**config.mk**
```make
export PLATFORM = sky130hd
export DESIGN_NAME = seq_pattern_detector
export DESIGN_NICKNAME = d
export VERILOG_FILES = /design/src/rtl/seq_det_pkg.sv /design/src/rtl/sat_counter.sv /design/src/rtl/seq_pattern_detector.sv
export SDC_FILE = /design/constraint.sdc
export NUM_CORES = 1
export LEC_CHECK = 0
export CAP_MARGIN = 20
export CORE_MARGIN = 2
export CORE_UTILIZATION = 34
export DETAILED_ROUTE_END_ITERATION = 10
export HOLD_SLACK_MARGIN = 0.1
export RECOVER_POWER = 25
export SLEW_MARGIN = 15
export SYNTH_ARGS = -nofsm -noshare
export SYNTH_HDL_FRONTEND = slang
export SYNTH_HIERARCHICAL = 1
export SYNTH_SLANG_ARGS = --single-unit
```
**constraint.sdc**
```tcl
create_clock -name clk -period 2.97 [get_ports clk]
set_input_delay 0.4455 -clock clk [delete_from_list [all_inputs] [get_ports clk]]
set_output_delay 0.4455 -clock clk [all_outputs]
set_load 0.02 [all_outputs]
```
**src/rtl/seq_det_pkg.sv**
```systemverilog
// rtl/seq_det_pkg.sv - shared state encoding and sizing helpers for the serial pattern detector
package seq_det_pkg;

  typedef enum logic [1:0] {
    FILL = 2'd0,
    RUN  = 2'd1,
    HIT  = 2'd2
  } seq_state_e;

  localparam int PAT_W_MAX = 16;

  function automatic int fill_width(input int pat_w);
    return $clog2(pat_w + 1);
  endfunction

endpackage

```
**src/rtl/sat_counter.sv**
```systemverilog
// rtl/sat_counter.sv - saturating event counter with synchronous clear (clear beats increment)
module sat_counter #(
  parameter int CNT_W = 8
) (
  input  logic             clk,
  input  logic             reset,
  input  logic             inc,
  input  logic             clr,
  output logic [CNT_W-1:0] count
);

  logic [CNT_W-1:0] r_count;

  always_ff @(posedge clk or negedge reset) begin
    if (!reset) begin
      r_count <= '0;
    end else if (clr) begin
      r_count <= '0;
    end else if (inc && (r_count != {CNT_W{1'b1}})) begin
      r_count <= r_count + {{(CNT_W-1){1'b0}}, 1'b1};
    end
  end

  assign count = r_count;

endmodule

```
**src/rtl/seq_pattern_detector.sv**
```systemverilog
// rtl/seq_pattern_detector.sv - runtime-loadable serial pattern detector, Moore match pulse
// SEQ_MATCH_CNT_EN adds a saturating match counter; otherwise match_count is tied to 0.
module seq_pattern_detector
  import seq_det_pkg::*;
#(
  parameter int PAT_W = 4,
  parameter int CNT_W = 8
) (
  input  logic             clk,
  input  logic             reset,
  input  logic             in_valid,
  input  logic             in_bit,
  input  logic             pat_load,
  input  logic [PAT_W-1:0] pat_value,
  input  logic             mode_ovl,
  input  logic             cnt_clr,
  output logic             match,
  output logic [1:0]       state_o,
  output logic [CNT_W-1:0] match_count
);

  localparam int FW = fill_width(PAT_W);
  localparam logic [FW-1:0] FILL_FULL = FW'(PAT_W);

  seq_state_e       r_state;
  seq_state_e       w_state_n;
  logic [PAT_W-1:0] r_hist;
  logic [FW-1:0]    r_fill;
  logic [PAT_W-1:0] r_pat;
  logic             r_mode;
  logic             r_match;

  logic             w_accept;
  logic [PAT_W-1:0] w_hist_n;
  logic [FW-1:0]    w_fill_n;
  logic             w_full_n;
  logic             w_hit;

  // pat_load discards the bit offered on the same edge
  assign w_accept = in_valid & ~pat_load;
  assign w_hist_n = {r_hist[PAT_W-2:0], in_bit};
  assign w_fill_n = (r_fill == FILL_FULL) ? r_fill : r_fill + {{(FW-1){1'b0}}, 1'b1};
  assign w_full_n = (w_fill_n == FILL_FULL);
  assign w_hit    = w_accept & w_full_n & (w_hist_n == r_pat);

  always_comb begin
    w_state_n = r_state;
    if (pat_load) begin
      w_state_n = FILL;
    end else if (w_hit) begin
      w_state_n = HIT;
    end else if (w_accept && w_full_n) begin
      w_state_n = RUN;
    end else if (w_accept) begin
      w_state_n = FILL;
    end else if (r_state == HIT) begin
      w_state_n = r_mode ? RUN : FILL;
    end
  end

  always_ff @(posedge clk or negedge reset) begin
    if (!reset) begin
      r_state <= FILL;
      r_match <= 1'b0;
      r_hist  <= '0;
      r_fill  <= '0;
      r_pat   <= '0;
      r_mode  <= 1'b1;
    end else begin
      r_state <= w_state_n;
      r_match <= (w_state_n == HIT);
      if (pat_load) begin
        r_hist <= '0;
        r_fill <= '0;
        r_pat  <= pat_value;
        r_mode <= mode_ovl;
      end else if (w_accept) begin
        // non-overlapping mode restarts the window after every match
        if (w_hit && !r_mode) begin
          r_hist <= '0;
          r_fill <= '0;
        end else begin
          r_hist <= w_hist_n;
          r_fill <= w_fill_n;
        end
      end
    end
  end

  assign match   = r_match;
  assign state_o = r_state;

`ifdef SEQ_MATCH_CNT_EN
  sat_counter #(
    .CNT_W (CNT_W)
  ) u_match_cnt (
    .clk   (clk),
    .reset (reset),
    .inc   (w_hit),
    .clr   (cnt_clr),
    .count (match_count)
  );
`else
  logic w_unused_cnt_clr;
  assign w_unused_cnt_clr = cnt_clr;
  assign match_count      = '0;
`endif

endmodule

```
# Word level (Yosys, flattened, before mapping)
# Cells that the tools add are included.
# totals
register_bits,14
latch_bits,0
mem_bits_rw,0
mem_bits_ro,0
input_bits,11
out_inout_bits,11
elab_cells,33
n_memories,0
# classes
addsub,1
multipliers,0
n_div,0
magnitude_cmp,0
eq_ne,5
n_shift,0
muxes,13
bitwise,4
reduce_logical,4
# ops
operator,n
$mux 3,7
$mux 2,5
$eq 3x3->1 const B,2
$eq 2x2->1 const B,2
$eq 4x4->1,1
$add 3x1->3 const B,1
$and 1x1->1,3
$logic_and 1x1->1,2
$reduce_bool 2->1,1
$logic_not 1->1,1
$mux 1,1
$not 1->1,1

# Depth between registers and ports, before layout
# depth
ltp_word,9
depth_mapped,6
ltp_nobuf,6

# Worst setup path before layout
# OpenSTA, ideal clock, no wires.
# synth_path
path_type,register to register
start,register r_fill[0]
end,register r_hist[0]
setup_ns,0.138
arrival_ns,1.406
t_required_ns,2.832
path_slack_ns,1.427
stages_incl_launch_ff,7
path_buffers,0
synth_period_minus_slack_ns,1.543
path_cell_list,dfrtp_1 > inv_1 > ha_1 > nand3b_1 > o2111ai_2 > nor4_4 > o21ai_0
# synth_between
elab_chain_cells,9
word_cells_on_any_way,10
classes_between,add/sub (1); eq/ne (2); mux (4); bitwise (2); reduce/logical (1)
# synth_lines
element,line,text
"start, declared",seq_pattern_detector.sv:28,logic [FW-1:0] r_fill;
"start signal, assigned",seq_pattern_detector.sv:84,r_fill <= w_fill_n;
$add 3x1->3 or $eq 3x3->1 (tied branches),seq_pattern_detector.sv:42,"assign w_fill_n = (r_fill == FILL_FULL) ? r_fill : r_fill + {{(FW-1){1'b0}}, 1'b1};"
$mux 3 (*),seq_pattern_detector.sv:42,
$eq 3x3->1 (*),seq_pattern_detector.sv:43,assign w_full_n = (w_fill_n == FILL_FULL);
$and 1x1->1 (*) (2 in a row),seq_pattern_detector.sv:44,assign w_hit = w_accept & w_full_n & (w_hist_n == r_pat);
$logic_and 1x1->1 (*),seq_pattern_detector.sv:79,if (w_hit && !r_mode) begin
$mux 3 (*),seq_pattern_detector.sv:79,
$mux 3 (*),seq_pattern_detector.sv:77,end else if (w_accept) begin
$mux 3 (*),seq_pattern_detector.sv:72,if (pat_load) begin
"end signal, assigned",seq_pattern_detector.sv:83,r_hist <= w_hist_n;
"end, declared",seq_pattern_detector.sv:27,logic [PAT_W-1:0] r_hist;
# Every way passes the cells marked *; elsewhere a longest branch is shown, timed or not. The select of a mux whose other input is x is not followed.
# A chain may end at the register's enable or synchronous reset.

# Worst setup path after layout
# layout_path
start,input in_valid
end,register r_hist[2]
# layout_between
elab_chain_cells,7
word_cells_on_any_way,8
classes_between,mux (3); bitwise (3); reduce/logical (2)
# layout_lines
element,line,text
"start, declared",seq_pattern_detector.sv:11,"input logic in_valid,"
$and 1x1->1 (*),seq_pattern_detector.sv:40,assign w_accept = in_valid & ~pat_load;
$and 1x1->1 (2 in a row),seq_pattern_detector.sv:44,
$logic_and 1x1->1,seq_pattern_detector.sv:79,
$mux 3,seq_pattern_detector.sv:79,
$mux 3,seq_pattern_detector.sv:77,
$mux 3,seq_pattern_detector.sv:72,
# Marked as above.

==> reports/qor.yml <==
outcome:
  outcome: "finished clean"
critical_path:
  r2r_slack_ns: 1.17
  cp_num_buf_inv: 1
  end_kind: "flop"
  cp_slowest_cell: "clkdlybuf4s50_1"
  worstPathRequired_ns: 3.10
  path_delay_family: "buffers and inverters"
  start_kind: "input port"
  crit_path_cell_trace: "clkdlybuf4s50_1 > o2111ai_2 > nor4_4 > o21ai_0"
  worstPathMaxFanout: 14
  worst-setup-path-type: "in2reg"
  arrival_ns: 2.17
  max_stage_delay_ns: 0.79
detailed_routing:
  wl_per_cell_um: 11.48
  ant_nets: 0
  drtIter0Drc: 4
  drtPass1Iterations: 2
  via_per_inst: 4.956
  drc: 0
  vias: 560
  drt-total-wl_mm: 1.297
timing:
  rsz0062_at_grt: "no"
  drv_slew: 0
  worst_pin_slew_ns: 0.6266
  min_period_over_period_pct: 68.61
  setup_violations: 0
  final.min_clock_period_ns: 2.038
  tns_ns: 0
  slew_headroom_pct: 58.09
  fmax_mhz: 490.8
  final_hold_viol_count: 0
  finClkSkew_ns: 0.005758
power:
  cellPowerDensity_nw_per_um2: 441.1
  peakVddDrop_mv: 0.2381
  comb_power_share_pct: 19.2
  seqPwrFrac_pct: 53.2
  power.total_mw: 0.4024
  p_leak_nw: 0.3851
  switching_share_pct: 27.51
  clkPwrFrac_pct: 27.6
  p_switching_mw: 0.1107
  intPower_mw: 0.2917
cts:
  cts_htree_levels: 1
  ctsHoldBuffers: 0
  post_cts.repair.setup_buffers: 0
  cts_resized: 0
  path_clk_slew_ns: 0.08
  cts-root-buf: "clkbuf_4"
  clock-sinks: 14
  clock_path_buffers: 2
  cts_tree: "done"
  cts_buffers: 3
  clock_latency_ns: 0.28
layout:
  final_nets: 99
  final_cell_mix: "13 x dfrtp_1, 11 x clkdlybuf4s50_1, 8 x conb_1"
  area_growth_syn_to_layout_pct: 19.31
  fill_cells: 222
  antenna_cells: 0
  drive_gt1_share_pct: 14.12
  mostFrequentLayoutCell: "dfrtp_1"
synthesis:
  syn_area_um2: 764.5
  seq_area_frac_synth_pct: 45.99
  ys_ff_latch: 14
  ys.warnings.count: 6
  avgSynthCellArea_um2: 10.77
  syn_inst: 71
  synth.distinct_cells: 26
global_routing:
  grt_pass1_wl_mm: 2.456
  grt_max_degree: 15
  grt_usage_pct: 12.38
  overflow: 0
  antenna_found_initial: 0
  grt_pass1_vias: 567
placed_design:
  routabilityCongestion: 0.7632
  hpwl_um: 968.7
  io_buffers: 12
worst_hold_path:
  worstHoldPathType: "reg2reg"
floorplanning:
  initial_core_util_pct: 35.24
  fp.dieW_um: 51.42
  pin_count: 22
  row_count: 17
  die_area_um2: 2644
  coreArea_um2: 2170
  die_h_um: 51.42
flow_run:
  drv_cap: 0
## through the flow
| step | hold WS, ns | util [%] | worst slack, ns | cell area [um2] | instances |
|---|---|---|---|---|---|
| 6_report | 0.5317 | 42.04 | 0.9323 | 912.1 | 113 |
| 5_1_grt | 0.5532 | 42.04 | 0.7975 | 912.1 | 113 |
| 4_1_cts | 0.5366 | 42.04 | 0.9319 | 912.1 | 113 |
| 3_5_place_dp | 0.5180 | 40.83 | 0.6478 | 885.9 | 109 |
| 3_3_place_gp | 0.5124 | 40.83 | 0.7036 | 885.9 | 109 |
| 2_1_floorplan | 0.1499 | - | 1.427 | 790.8 | 78 |
## worst register-to-register path, cell delays in order, from the launching register on
cell	delay, ns
dfrtp_1	0.39
inv_1	0.12
ha_1	0.18
nand3b_1	0.12
o2111ai_2	0.19
nor4_4	0.47
o21ai_0	0.18
## power groups by stage
stage	Sequential, mW	Clock (mW)	Combinational [mW]
2_1_floorplan	0.215	0	0.0614
3_3_place_gp	0.217	0	0.0770
3_5_place_dp	0.218	0	0.0786
4_1_cts	0.214	0.117	0.0790
5_1_grt	0.216	0.130	0.0871
6_report	0.214	0.111	0.0771
## metal layers
metal  up-vias  GRT usage (%)  routed length [um]
li1        264              -                   -
met1       277          15.44                 572
met3         0          4.386                  87
met4         0          1.316                   0
met2        19          21.15                 637
met5         -              0                   0
## path summary, 6_finish.rpt
kind | from | endpoint | depth (start not counted)
setup / recovery | in_valid | r_hist[2] | 4
hold / removal | r_pat[3] | r_pat[3] | 1
setup reg to reg | r_fill[0] | r_hist[2] | 6
hold reg to reg | r_pat[3] | r_pat[3] | 1
max in group asynchronous | reset | r_hist[2] | 1
min in group asynchronous | reset | r_hist[0] | 1
## state kept, by name, summed over array words and instances (netlist names)
register,count
r_fill,3
r_mode,1
r_pat,4
r_hist,3
match,1
state_o,2
## kinds of logic (layout without fill, tap and decap cells)
| logic type | after synthesis | after routing | share of synthesized area [%] |
|---|---|---|---|
| compound gates | 13 | 13 | 12.27 |
| xor+xnor | 6 | 6 | 6.874 |
| fa+ha+maj | 2 | 2 | 3.273 |
| buf+inv | 14 | 21 | 10.80 |
| flops | 14 | 14 | 45.99 |
| mux | 5 | 5 | 7.201 |
| other cells | 1 | 8 | 0.4905 |
| simple gates | 16 | 16 | 13.09 |
## synth_stat cells
library cell,number,share of area [%]
clkbuf_1,2,0.98
mux2i_1,1,1.3
nand3b_1,1,0.98
ha_1,2,3.3
nand4_1,1,0.82
a31oi_1,3,2.5
dfstp_2,1,3.4
a31o_2,1,1.1
o32a_1,1,1.3
nor3b_1,3,2.9
dfrtp_1,13,43
conb_1,1,0.49
o21ai_0,4,2.6
nor4_4,1,2.8
nor3_1,1,0.65
nand3_1,3,2.0
inv_1,4,2.0
mux2_2,4,5.9
nor2_1,4,2.0
o2111ai_2,1,2.0
buf_4,8,7.9
a21o_1,1,0.98
a2bb2oi_1,1,1.1
xnor2_1,6,6.9
a21oi_1,1,0.65
nand2_1,2,0.98
## final cells by class
| cell class | instances | area [um2] | area share [%] |
|---|---|---|---|
| inverter | 4 | 15.01 | 1.646 |
| timing repair buffer | 13 | 127.6 | 13.99 |
| clock buffer | 4 | 26.28 | 2.881 |
| tap | 28 | 35.03 | 3.841 |
| sequential | 14 | 351.6 | 38.55 |
| multi-input combinational | 50 | 356.6 | 39.09 |
No activity file was read; power rests on OpenSTA's default activity.
